<file path="config.mk">
export PLATFORM = sky130hd
export DESIGN_NAME = receptor_ps2
export DESIGN_NICKNAME = d
export VERILOG_FILES = /design/src/rtl/ps2_defs_pkg.sv /design/src/rtl/filtro_ps2c.sv /design/src/rtl/receptor_ps2.sv
export SDC_FILE = /design/constraint.sdc
export NUM_CORES = 1
export LEC_CHECK = 0
export CAP_MARGIN = 20
export CORE_MARGIN = 2
export CORE_UTILIZATION = 58
export DETAILED_ROUTE_END_ITERATION = 10
export PLACE_DENSITY = 0.9
export REMOVE_ABC_BUFFERS = 1
export SLEW_MARGIN = 20
export SYNTH_ARGS = -nofsm -noshare
export SYNTH_HDL_FRONTEND = slang
export SYNTH_SLANG_ARGS = --single-unit
</file>
<file path="constraint.sdc">
create_clock -name clk -period 2.1 [get_ports clk]
set_clock_uncertainty 0.05 [all_clocks]
set_input_delay 0.42 -clock clk [delete_from_list [all_inputs] [get_ports clk]]
set_output_delay 0.42 -clock clk [all_outputs]
set_load 0.02 [all_outputs]
</file>
<file path="src/rtl/ps2_defs_pkg.sv">
// Shared definitions for the PS/2 keyboard receiver: FSM encoding, special
// scan codes, default timing parameters and frame-decoding helpers.
package ps2_defs;

   typedef enum logic [1:0] {
      IDLE   = 2'd0,
      DATOS  = 2'd1,
      VALIDA = 2'd2
   } estado_t;

   localparam logic [7:0] COD_RUPTURA = 8'hF0;
   localparam logic [7:0] COD_EXT     = 8'hE0;

   localparam int FILTRO_DEF  = 8;
   localparam int TIMEOUT_DEF = 50000;

   // Frame layout {stop, parity, data[7:0]}: stop must be 1 and parity odd.
   function automatic logic trama_ok(input logic [9:0] t);
      return t[9] & (^t[8:0]);
   endfunction

   // True when the frame carries a make code that reaches the consumer.
   function automatic logic entrega(input logic [9:0] t, input logic rup);
      return trama_ok(t) && (t[7:0] != COD_RUPTURA) && (t[7:0] != COD_EXT) && !rup;
   endfunction

endpackage

</file>
<file path="src/rtl/filtro_ps2c.sv">
// PS/2 pin conditioning: 2-FF synchronizers on both pins, a debounce filter on
// the clock pin and a one-cycle strobe on each filtered falling edge.
module filtro_ps2c #(
   parameter int FILTRO = 8
) (
   input  logic clk,
   input  logic rst,
   input  logic ps2c,
   input  logic ps2d,
   output logic caida,
   output logic dato_s
);

   localparam int CW = (FILTRO > 1) ? $clog2(FILTRO) : 1;

   logic [1:0]    sinc_c;
   logic [1:0]    sinc_d;
   logic          filt;
   logic          filt_q;
   logic [CW-1:0] cuenta;

   // NOTE: sequential state uses non-blocking assignments so every register
   // samples the pre-edge values of the others, independent of statement order.
   always_ff @(posedge clk) begin
      if (rst) begin
         sinc_c <= 2'b11;
         sinc_d <= 2'b11;
         filt   <= 1'b1;
         filt_q <= 1'b1;
         cuenta <= '0;
      end else begin
         sinc_c <= {sinc_c[0], ps2c};
         sinc_d <= {sinc_d[0], ps2d};
         filt_q <= filt;
         // Count consecutive samples that disagree with the filtered level.
         if (sinc_c[1] == filt) begin
            cuenta <= '0;
         end else if (cuenta == CW'(FILTRO - 1)) begin
            filt   <= sinc_c[1];
            cuenta <= '0;
         end else begin
            cuenta <= cuenta + 1'b1;
         end
      end
   end

   assign caida  = filt_q & ~filt;
   assign dato_s = sinc_d[1];

endmodule

</file>
<file path="src/rtl/receptor_ps2.sv">
// PS/2 keyboard receiver: frames bits on filtered clock edges, checks parity
// and stop, suppresses break codes and delivers make codes with a watchdog.
module receptor_ps2
   import ps2_defs::*;
#(
   parameter int FILTRO  = FILTRO_DEF,
   parameter int TIMEOUT = TIMEOUT_DEF
) (
   input  logic       clk,
   input  logic       rst,
   input  logic       ps2c,
   input  logic       ps2d,
   input  logic       rx_en,
   output logic [7:0] dato_out,
   output logic       listo,
   output logic       error_trama
);

   localparam int WW = $clog2(TIMEOUT);

   estado_t       estado, estado_sig;
   logic          caida, dato_s;
   logic [3:0]    bits;
   logic [9:0]    trama, trama_sig;
   logic [WW-1:0] perro;
   logic          ruptura, ruptura_sig;
   logic          inicio, fin_trama, expira, carga_dato;

   filtro_ps2c #(.FILTRO(FILTRO)) u_filtro (
      .clk    (clk),
      .rst    (rst),
      .ps2c   (ps2c),
      .ps2d   (ps2d),
      .caida  (caida),
      .dato_s (dato_s)
   );

   assign trama_sig = {dato_s, trama[9:1]};
   assign inicio    = (estado == IDLE) && caida && rx_en && !dato_s;
   assign fin_trama = (estado == DATOS) && caida && (bits == 4'd1);
   // A falling edge arriving on the last allowed cycle still counts as on time.
   assign expira    = (estado == DATOS) && !caida && (perro == WW'(TIMEOUT - 1));

   always_ff @(posedge clk) begin
      if (rst) estado <= IDLE;
      else     estado <= estado_sig;
   end

   // NOTE: every combinational output gets a default first so no path
   // through the block leaves a value unassigned, which would infer a latch.
   always_comb begin
      estado_sig = estado;
      case (estado)
         IDLE:    if (inicio) estado_sig = DATOS;
         DATOS:   if (fin_trama)   estado_sig = VALIDA;
                  else if (expira) estado_sig = IDLE;
         VALIDA:  estado_sig = IDLE;
         default: estado_sig = IDLE;
      endcase
   end

   always_comb begin
      listo       = 1'b0;
      error_trama = 1'b0;
      ruptura_sig = ruptura;
      carga_dato  = fin_trama && entrega(trama_sig, ruptura);
      if (estado == VALIDA) begin
         if (!trama_ok(trama)) begin
            error_trama = 1'b1;
            ruptura_sig = 1'b0;
         end else if (trama[7:0] == COD_RUPTURA) begin
            ruptura_sig = 1'b1;
         end else if (trama[7:0] != COD_EXT) begin
            if (ruptura) ruptura_sig = 1'b0;
            else         listo       = 1'b1;
         end
      end else if (expira) begin
         error_trama = 1'b1;
         ruptura_sig = 1'b0;
      end
   end

   // NOTE: the shift register is reset along with the counters so a frame
   // aborted by rst can never leak stale bits into the next decode.
   always_ff @(posedge clk) begin
      if (rst) begin
         bits     <= '0;
         trama    <= '0;
         perro    <= '0;
         ruptura  <= 1'b0;
         dato_out <= '0;
      end else begin
         ruptura <= ruptura_sig;
         if (carga_dato) dato_out <= trama_sig[7:0];
         if (inicio)                            bits <= 4'd10;
         else if ((estado == DATOS) && caida)   bits <= bits - 4'd1;
         if ((estado == DATOS) && caida) trama <= trama_sig;
         if ((estado != DATOS) || caida || expira) perro <= '0;
         else                                      perro <= perro + 1'b1;
      end
   end

endmodule
</file>
==> metrics <==
syn_area_per_cell 9.241 sq um; layout net count 336; # setup viols final 2; largest net degree at the start of global routing 24; antenna violations before repair 0; Finished Layout Cells 367; DRT Pass-1 Iters 4; Hold Path Class reg -> reg; Pint 1.236 mW; 1st-iter DRT viols 168; Worst-Margin Slew 0.6431 ns; total track usage 0.2583; Reg power frac 0.599; Worst IR Drop VDD 0.4610 mV; Worst slew margin 0.5673; TritonCTS clock tree done; area of the die 4657 sq um; Critical Path AT 2.10 ns; vias after detailed routing 2127; Core ar. 4000 sq um; Mapped Cells 259; area growth from synthesis to layout 26.82%; Yosys cell types 44; Switching Fraction 0.2241; Worst-Skew Late Latency 0.32 ns; Initial Util 0.5984; Gate power share 0.019; Crit path required time 1.63 ns; flops & latches, synth 50; max_cap viols 0; I/O Buffers 14; routed len/inst 15.28 um; worst setup margin -0.4652 ns; die height 68.24 um; first-pass GRT wire length 8887 um; Die X-Extent 68.24 um; number of CTS-inserted buffers 5; Final Hold Fails 0; Pleak 1.142 nW; Psw 357.0 uW; Clk pwr share 0.382; Remaining DRCs 0; H-tree depth 2; nature of the critical path startpoint flop; Worst setup EP type output port; CTS sink count 50; min Tclk post-route 2.565 ns; Syn Std Cell Area 2394 sq um; Core Rows 23; fin crit share 1.222; CP Max Fanout 2; routability cong. 0.8933; placed cell count 355; grt ovf 0; num ports 15; Total Neg Setup Slack -0.9037 ns; Max Root-Sink Buffers 2; Cell Area, Placed 2854 sq um; Clk Tree Root Cell clkbuf_8; RSZ-0062 raised after global routing yes; failing checks negative setup slack; Setup CP Type reg -> out; CTS Hold Bufs 0; FMAX 389.8 MHz; EDFF count, synth 0; Routed WL 5608 um; ratio of cells with drive above 1 in the final layout 0.2524; antenna diode count 0; status finished, violations left; register area share after synthesis 0.4182; antenna-violating nets left 0; ys async rst share 0; fillcell total 272; vias in the first global route 2045; DPL Wire Length 3951 um; Reg clk slew, reported paths 0.10 ns; synth warn 0; final instance area 3035 sq um; number of vias per cell 5.796; predominant post-synthesis flop cell dfxtp_1; PwrDens 524.8 nW/um^2; Slew Viols, Final 0
[final timing paths]
kind / slack [ns] / cells past startpoint / endpoint / startpoint
worst max register to register: 0.07 / 6 / dato_out[1] / trama[7]
worst max-delay path: -0.47 / 8 / error_trama / trama[4]
worst min-delay path: 0.38 / 1 / u_filtro.sinc_d[1] / u_filtro.sinc_d[0]
worst min register to register: 0.38 / 1 / u_filtro.sinc_d[1] / u_filtro.sinc_d[0]
[registers in the layout, summed over array words and instances (netlist names)]
register and flops:
bits 4, dato_out 8, estado 2, perro 16
ruptura 1, trama 10, u_filtro.cuenta 3, u_filtro.filt 1
u_filtro.filt_q 1, u_filtro.sinc_c 2, u_filtro.sinc_d 2
[layer usage]
layer | up-vias | wire, um | part of all wire | GRT usage
met1 | 1022 | 2321 | 0.41 | 0.2898
li1 | 1027 | - | - | -
met2 | 62 | 2903 | 0.52 | 0.4551
met3 | 16 | 213 | 0.038 | 0.05921
met4 | 0 | 169 | 0.030 | 0.1300
met5 | - | 0 | 0 | 0
[cell families after synthesis]
family                   Yosys count  share of synthesized area
AO/OA/AOI/OAI                     40                     0.1040
XOR/XNOR                          23                    0.09566
adder cells (fa/ha/maj)           15                    0.07841
buffers and inverters             23                    0.04757
flip-flops                        50                     0.4182
AND/OR/NAND/NOR                  108                     0.2561
[per-stage QoR]
stage | power [mW] | hold WS, ns | utilization | setup slack (ns)
final | 1.593 | 0.3771 | 0.7588 | -0.4652
after global routing | 1.632 | 0.3878 | 0.7588 | -0.5086
after CTS | 1.592 | 0.3792 | 0.7510 | -0.4157
after detailed placement | 1.006 | 0.3495 | 0.7135 | -0.6823
after global placement | 1.005 | 0.3421 | 0.7135 | -0.5848
after floorplan | 0.9832 | 0.3395 | - | -0.3968
[layout by cell type, fill, tap and decap left out, types with 2 or more instances in the layout]
master           instances
nand3_1                  7
nand2b_1                 4
nand2_1                 24
ha_4                     2
nand4_1                 12
nor4b_2                  2
dfxtp_1                 46
xnor3_1                  2
a211o_1                  2
ha_1                    13
clkbuf_8                 6
and3_1                   3
nor4_1                   4
inv_2                    3
buf_4                   49
a21oi_1                 23
xnor2_1                 14
nor2_1                  20
nor3_1                   7
inv_1                    8
or2_2                    5
nor2b_1                  3
clkdlybuf4s50_1         12
o31ai_1                 10
dfxtp_2                  4
and2_1                   2
xor2_1                   5
clkinv_4                 2
or4_1                    4
[what timing repair did]
action                                  CTS  global route
endpoints found under the setup margin   10             7
buffers inserted                          3             1
gates cloned                              0             0
gates resized for setup                  20             5
pin swaps                                 5             4
[cells in the mapped netlist (3+ instances only)]
library cell | instances | area [sq um]
or2_2 | 5 | 31.28
inv_1 | 11 | 41.29
a21oi_1 | 23 | 115.1
dfxtp_1 | 50 | 1001
nand3_1 | 7 | 35.03
xor2_1 | 6 | 52.55
clkbuf_1 | 7 | 26.28
and3_1 | 3 | 18.77
xnor2_1 | 15 | 131.4
nand2b_1 | 4 | 25.02
nor2b_1 | 3 | 18.77
o31ai_1 | 10 | 75.07
nand4_1 | 12 | 75.07
nor2_1 | 20 | 75.07
nor3_1 | 7 | 35.03
or4_1 | 4 | 30.03
nor4_1 | 4 | 25.02
nand2_1 | 24 | 90.09
ha_1 | 15 | 187.7
[critical path, cell delays in order, from the launching register on]
cell and delay (ns):
dfxtp_2 0.35, inv_2 0.05, ha_4 0.26, xnor3_1 0.32, xnor2_1 0.18, nand2_1 0.10
buf_4 0.14, a32o_2 0.23, buf_6 0.13
[power by group through the flow]
stage | Sequential, mW | Clock, mW | Combinational [mW]
floorplan | 0.975 | 0 | 0.00806
global placement | 0.976 | 0 | 0.0289
detailed placement | 0.976 | 0 | 0.0300
CTS | 0.954 | 0.607 | 0.0306
global route | 0.955 | 0.644 | 0.0338
finish | 0.954 | 0.609 | 0.0306
[cell type report]
type | instances | area, sq um | area share
repair buffers | 62 | 499.2 | 0.1645
flip-flops and latches | 50 | 1006 | 0.3314
inverters | 11 | 41.29 | 0.01360
well taps | 50 | 62.56 | 0.02061
clock buffers | 6 | 82.58 | 0.02721
multi-input cells | 186 | 1326 | 0.4369
clock inverters | 2 | 17.52 | 0.005771
Power figures use the tool's default switching activity.
